File: config.mk
export PLATFORM = sky130hd
export DESIGN_NAME = cache_bus_adapter
export DESIGN_NICKNAME = d
export VERILOG_FILES = /design/src/rtl/cache_pkg.sv /design/src/rtl/cache_bus_adapter.sv
export SDC_FILE = /design/constraint.sdc
export NUM_CORES = 1
export LEC_CHECK = 0
export ABC_AREA = 1
export BUFFER_PORTS_ARGS = -buffer_cell sky130_fd_sc_hd__buf_2
export CAP_MARGIN = 20
export CORE_UTILIZATION = 52
export CTS_CLUSTER_SIZE = 20
export DETAILED_ROUTE_END_ITERATION = 7
export GPL_ROUTABILITY_DRIVEN = 0
export PLACE_DENSITY = 0.81
export SLEW_MARGIN = 20
export SYNTH_ARGS = -nofsm -noshare
export SYNTH_HDL_FRONTEND = slang
export SYNTH_SLANG_ARGS = --single-unit
File: constraint.sdc
create_clock -name clock -period 2.9 [get_ports clock]
set_clock_uncertainty 0.2 [all_clocks]
set_input_delay 0.725 -clock clock [delete_from_list [all_inputs] [get_ports clock]]
set_output_delay 0.725 -clock clock [all_outputs]
set_load 0.02 [all_outputs]
File: src/rtl/cache_pkg.sv
// rtl/cache_pkg.sv - shared types and helpers for the cache memory-side logic
package cache_pkg;

    // Line-to-word adapter sequencing.
    typedef enum logic [1:0] {
        AdIdle,
        AdRead,
        AdWrite,
        AdDone
    } cache_adapter_state_t;

    // Number of bus words making up one cache line.
    function automatic int cache_beats(input int line, input int bus);
        return line / bus;
    endfunction

endpackage

File: src/rtl/cache_bus_adapter.sv
// rtl/cache_bus_adapter.sv - serialises one cache line request into bus word beats
//
// Ports:
//   clock, reset          : clock, asynchronous active-low reset
//   cache_rd_en/wr_en     : line read / write-back request, held until cache_ack
//   cache_addr            : line byte address (line offset bits ignored)
//   cache_sel             : per-byte write enables for the line
//   cache_wr_line         : line to write
//   cache_rd_line         : assembled read line, valid while cache_ack
//   cache_ack             : one-cycle line completion pulse
//   bus_rd_en/bus_wr_en   : word read / write strobes
//   bus_addr              : word byte address
//   bus_wr_data, bus_sel  : write word and its byte enables
//   bus_rd_data, bus_ack  : read word and beat completion from memory
module cache_bus_adapter
    import cache_pkg::*;
#(
    parameter int LINE_WIDTH = 128,
    parameter int BUS_WIDTH  = 32,
    parameter int ADDR_WIDTH = 32
) (
    input  logic                    clock,
    input  logic                    reset,
    input  logic                    cache_rd_en,
    input  logic                    cache_wr_en,
    input  logic [ADDR_WIDTH-1:0]   cache_addr,
    input  logic [LINE_WIDTH/8-1:0] cache_sel,
    input  logic [LINE_WIDTH-1:0]   cache_wr_line,
    output logic [LINE_WIDTH-1:0]   cache_rd_line,
    output logic                    cache_ack,
    output logic                    bus_rd_en,
    output logic                    bus_wr_en,
    output logic [ADDR_WIDTH-1:0]   bus_addr,
    output logic [BUS_WIDTH-1:0]    bus_wr_data,
    output logic [BUS_WIDTH/8-1:0]  bus_sel,
    input  logic [BUS_WIDTH-1:0]    bus_rd_data,
    input  logic                    bus_ack
);

    localparam int BEATS      = cache_beats(LINE_WIDTH, BUS_WIDTH);
    localparam int CW         = $clog2(BEATS);
    localparam int BSEL_W     = BUS_WIDTH / 8;
    localparam int WORD_SHIFT = $clog2(BSEL_W);
    localparam logic [CW-1:0]         LAST_BEAT = CW'(BEATS - 1);
    localparam logic [ADDR_WIDTH-1:0] LINE_MASK = ~ADDR_WIDTH'(LINE_WIDTH / 8 - 1);

    cache_adapter_state_t    state_q, state_d;
    logic [CW-1:0]           beat_q, beat_d;
    logic [ADDR_WIDTH-1:0]   base_q, base_d;
    logic [LINE_WIDTH-1:0]   wr_line_q, wr_line_d;
    logic [LINE_WIDTH/8-1:0] sel_q, sel_d;
    logic [LINE_WIDTH-1:0]   rd_line_q, rd_line_d;
    // Set for the Idle cycle right after Done, while the cache may still be
    // holding the request it just had acknowledged.
    logic                    rearm_q;

    logic [BSEL_W-1:0]       cur_sel;
    logic [ADDR_WIDTH-1:0]   beat_addr;
    logic                    last_beat;

    always_ff @(posedge clock or negedge reset) begin
        if (!reset) begin
            state_q   <= AdIdle;
            beat_q    <= '0;
            base_q    <= '0;
            wr_line_q <= '0;
            sel_q     <= '0;
            rd_line_q <= '0;
            rearm_q   <= 1'b0;
        end else begin
            state_q   <= state_d;
            beat_q    <= beat_d;
            base_q    <= base_d;
            wr_line_q <= wr_line_d;
            sel_q     <= sel_d;
            rd_line_q <= rd_line_d;
            rearm_q   <= (state_q == AdDone);
        end
    end

    always_comb begin
        state_d   = state_q;
        beat_d    = beat_q;
        base_d    = base_q;
        wr_line_d = wr_line_q;
        sel_d     = sel_q;
        rd_line_d = rd_line_q;

        cache_ack   = 1'b0;
        bus_rd_en   = 1'b0;
        bus_wr_en   = 1'b0;
        bus_addr    = '0;
        bus_wr_data = '0;
        bus_sel     = '0;

        cur_sel   = sel_q[int'(beat_q) * BSEL_W +: BSEL_W];
        beat_addr = base_q + (ADDR_WIDTH'(beat_q) << WORD_SHIFT);
        last_beat = (beat_q == LAST_BEAT);

        case (state_q)
            AdIdle: begin
                if (!rearm_q) begin
                    if (cache_wr_en) begin
                        base_d    = cache_addr & LINE_MASK;
                        wr_line_d = cache_wr_line;
                        sel_d     = cache_sel;
                        beat_d    = '0;
                        state_d   = AdWrite;
                    end else if (cache_rd_en) begin
                        base_d  = cache_addr & LINE_MASK;
                        beat_d  = '0;
                        state_d = AdRead;
                    end
                end
            end

            AdRead: begin
                bus_rd_en = 1'b1;
                bus_sel   = '1;
                bus_addr  = beat_addr;
                if (bus_ack) begin
                    rd_line_d[int'(beat_q) * BUS_WIDTH +: BUS_WIDTH] = bus_rd_data;
                    if (last_beat) begin
                        state_d = AdDone;
                    end else begin
                        beat_d = beat_q + CW'(1);
                    end
                end
            end

            AdWrite: begin
                // A beat with no enabled bytes never reaches the bus.
                if (cur_sel == '0 || bus_ack) begin
                    if (last_beat) begin
                        state_d = AdDone;
                    end else begin
                        beat_d = beat_q + CW'(1);
                    end
                end
                if (cur_sel != '0) begin
                    bus_wr_en   = 1'b1;
                    bus_addr    = beat_addr;
                    bus_wr_data = wr_line_q[int'(beat_q) * BUS_WIDTH +: BUS_WIDTH];
                    bus_sel     = cur_sel;
                end
            end

            AdDone: begin
                cache_ack = 1'b1;
                state_d   = AdIdle;
            end

            default: state_d = AdIdle;
        endcase
    end

    assign cache_rd_line = rd_line_q;

endmodule

==> impl_metrics.ini <==
[outcome]
status = complete, but fails checks
violations = negative setup slack

[cells_and_area]
final_common_cell = buf_2
areaGrowthSynthToFinish_pct = 33.6
final_cell_mix = buf_2 (365), dfrtp_1 (301), o21ai_0 (240), nor2_1 (182), mux2_2 (144)
nets = 1989
fillerInstances = 1730
drive_gt1_share_pct = 41.9
utilization_pct = 71.2

[yosys]
netlist_area_um2 = 13500
synth_compound_area_share_pct = 12.0
syn-instance-count = 1363
yosysWarnings = 0
synth-xor-area-share_pct = 0
synth_seq_cells = 305
synthMuxAreaShare_pct = 12.0
synth_edf_count = 0
async_flop_share_pct = 100
synth_top_family_by_area = simple AND/OR/NAND/NOR gates
avgSynthCellArea_um2 = 9.88
synth.largest_area_cell = dfrtp_1
ys.flop_type = dfrtp_1
synth_fa_ha_area_share_pct = 0.929
synthDistinctLibCells = 26
ys_seq_area_share_pct = 56.7
synth_top_area_share_pct = 56.7
synth-simple-area-share_pct = 13.5
ys_top_cells_by_area = dfrtp_1 (57%), mux2_2 (12%), o21ai_0 (9.3%), nor2_1 (5.2%), nand2_1 (4.2%)

[power]
pwr-share-clk_pct = 21.9
p_sw_share_pct = 39.8
total_power_mw = 20.0
vdd_drop_max_v = 0.000830
p_seq_share_pct = 33.3
p_int_mw = 12.0
powerDensity_nw_per_um2 = 1110
combPwrFrac_pct = 44.8
p_switching_mw = 7.96
leakage_nw = 9.03

[sta]
finalSetupViolations = 62
rsz0062_at_grt = true
relSlewSlack_pct = 66.3
fmax_ghz = 0.312
post-route-min-period_ns = 3.21
slew_violations = 0
finalHoldViolCount = 0
setup_tns_ns = -14.17
fin_crit_sh_pct = 111
setup_slack_ns = -0.309
tightest_slew_ns = 0.506

[global_route]
grt_pass1_wl_um = 60600
antenna_found_initial = 18
first_global_vias = 11500
grt_overflow = 0
grt_usage_pct = 29.2
grt_max_degree = 82

[die]
io_pins = 412
die_y_um = 163
rows = 58
die_x_um = 163
dieArea_um2 = 26500
core_um2 = 25300
start_util_pct = 53.3

[critical_path]
arrival_ns = 2.28
endpoint_kind = primary output
startpoint_type = flop
cp_max_fo = 30
critPathRequiredTime_ns = 1.98
criticalPathCategory = flop to primary output

[cts]
htreeDepth = 2
path_clk_slew_ns = 0.07
clkLatencyLatePin_ns = 0.52
cts_buffers = 34
clock-sinks = 305
tritoncts = built
cts_max_path_buffers = 3
root_buffer = clkbuf_16

[worst_hold_path]
min_path_type = primary input to flop

[route]
viasPerCell = 5.72
avgRoutedWirePerCell_um = 19.9
dr.pass1.iters = 6
drt-initial-drc-count = 1214
vias = 12200
postRouteAntennaNets = 0
drc = 0
routed_wl_um = 42500

[place]
io_buffers = 405
dpl.hpwl_um = 27200

[flow_run]
maxCapViolCount = 0
-- power by group through the flow --
stage,clock network [mW],logic (mW),registers [mW]
3_3_place_gp,0,7.25,6.49
2_1_floorplan,0,4.96,6.72
3_5_place_dp,0,7.44,6.58
6_report,4.37,8.96,6.66
5_1_grt,4.58,9.62,6.79
4_1_cts,4.40,7.86,6.53
-- layout make-up --
class                           instances  area [um2]  share of cell area, %
Sequential cell                       305        7640                   42.5
Multi-Input combinational cell        907        5580                   31.0
Timing Repair Buffer                  468        2980                   16.6
Clock buffer                           53        1050                   5.86
Tap cell                              330         413                   2.30
Inverter                               50         193                   1.07
Clock inverter                          9        88.8                  0.494
Antenna cell                           14        35.0                  0.195
-- worst max-delay path, cell delays in order, from the launching register on --
cell,delay [ns]
dfrtp_2,0.48
buf_12,0.17
nand2_2,0.06
nand3_2,0.08
nand2_1,0.08
nand2_1,0.07
inv_2,0.06
nand2_4,0.06
nand2_8,0.08
inv_2,0.05
o21ai_4,0.13
buf_12,0.20
nor2_1,0.06
buf_4,0.16
-- worst paths after layout --
| kind | slack [ns] | to | from | depth (start not counted) |
|---|---|---|---|---|
| max in group asynchronous | 1.10 | cache_rd_line[5] | reset | 4 |
| max reg2reg | 0.29 | cache_rd_line[5] | beat_q[0] | 7 |
| min in group asynchronous | 0.49 | wr_line_q[1] | reset | 2 |
| max | -0.31 | bus_addr[2] | beat_q[0] | 13 |
| min | 0.23 | wr_line_q[32] | cache_wr_line[32] | 2 |
| min reg2reg | 0.28 | cache_rd_line[4] | cache_rd_line[4] | 2 |
-- synth_stat cells, drive strengths merged, types with 10 or more instances --
library cell / n
inv: 49
nor2: 196
ha: 10
dfrtp: 305
clkbuf: 52
nand4: 39
nand2: 152
a21oi: 65
nand3: 44
buf: 50
mux2: 144
o21ai: 252
-- routing by layer --
| metal | global-route usage [%] | vias up | wire, um |
|---|---|---|---|
| met5 | 0 | - | 59 |
| met4 | 14.8 | 10 | 2300 |
| met3 | 7.16 | 185 | 4030 |
| met2 | 48.2 | 750 | 20600 |
| met1 | 35.7 | 5841 | 15500 |
| li1 | - | 5433 | - |
-- flip-flops by register name (all words and copies together) (netlist names) --
name,flops
state_q,2
cache_rd_line,128
base_q,28
wr_line_q,128
beat_q,2
rearm_q,1
sel_q,16
-- cell families (layout without fill, tap and decap cells) --
group / Yosys count / in the layout
compound gates: 319 / 319
fa+ha+maj: 10 / 10
buf+inv: 152 / 580
flops: 305 / 305
mux: 144 / 144
other cells: 1 / 16
simple gates: 432 / 432
-- stage by stage --
step	setup WS (ns)	hold WS (ns)	std cells	instance area (um2)
finish	-0.309	0.232	2136	18000
detailed placement	0.121	0.268	2040	15900
global placement	0.157	0.262	2040	15900
CTS	-0.332	0.225	2109	17300
global route	-0.417	0.222	2130	18000
floorplan	0.235	0.229	1364	13500
-- timing repair --
action	4_1_cts	5_1_grt
buffers inserted	5	9
cloned	2	4
hold endpoints to repair	35	0
hold buffers	1	0
pin swaps	0	3
resized for setup	50	128
setup endpoints to repair	67	66
Note: power is estimated with default switching activity, not from simulation.
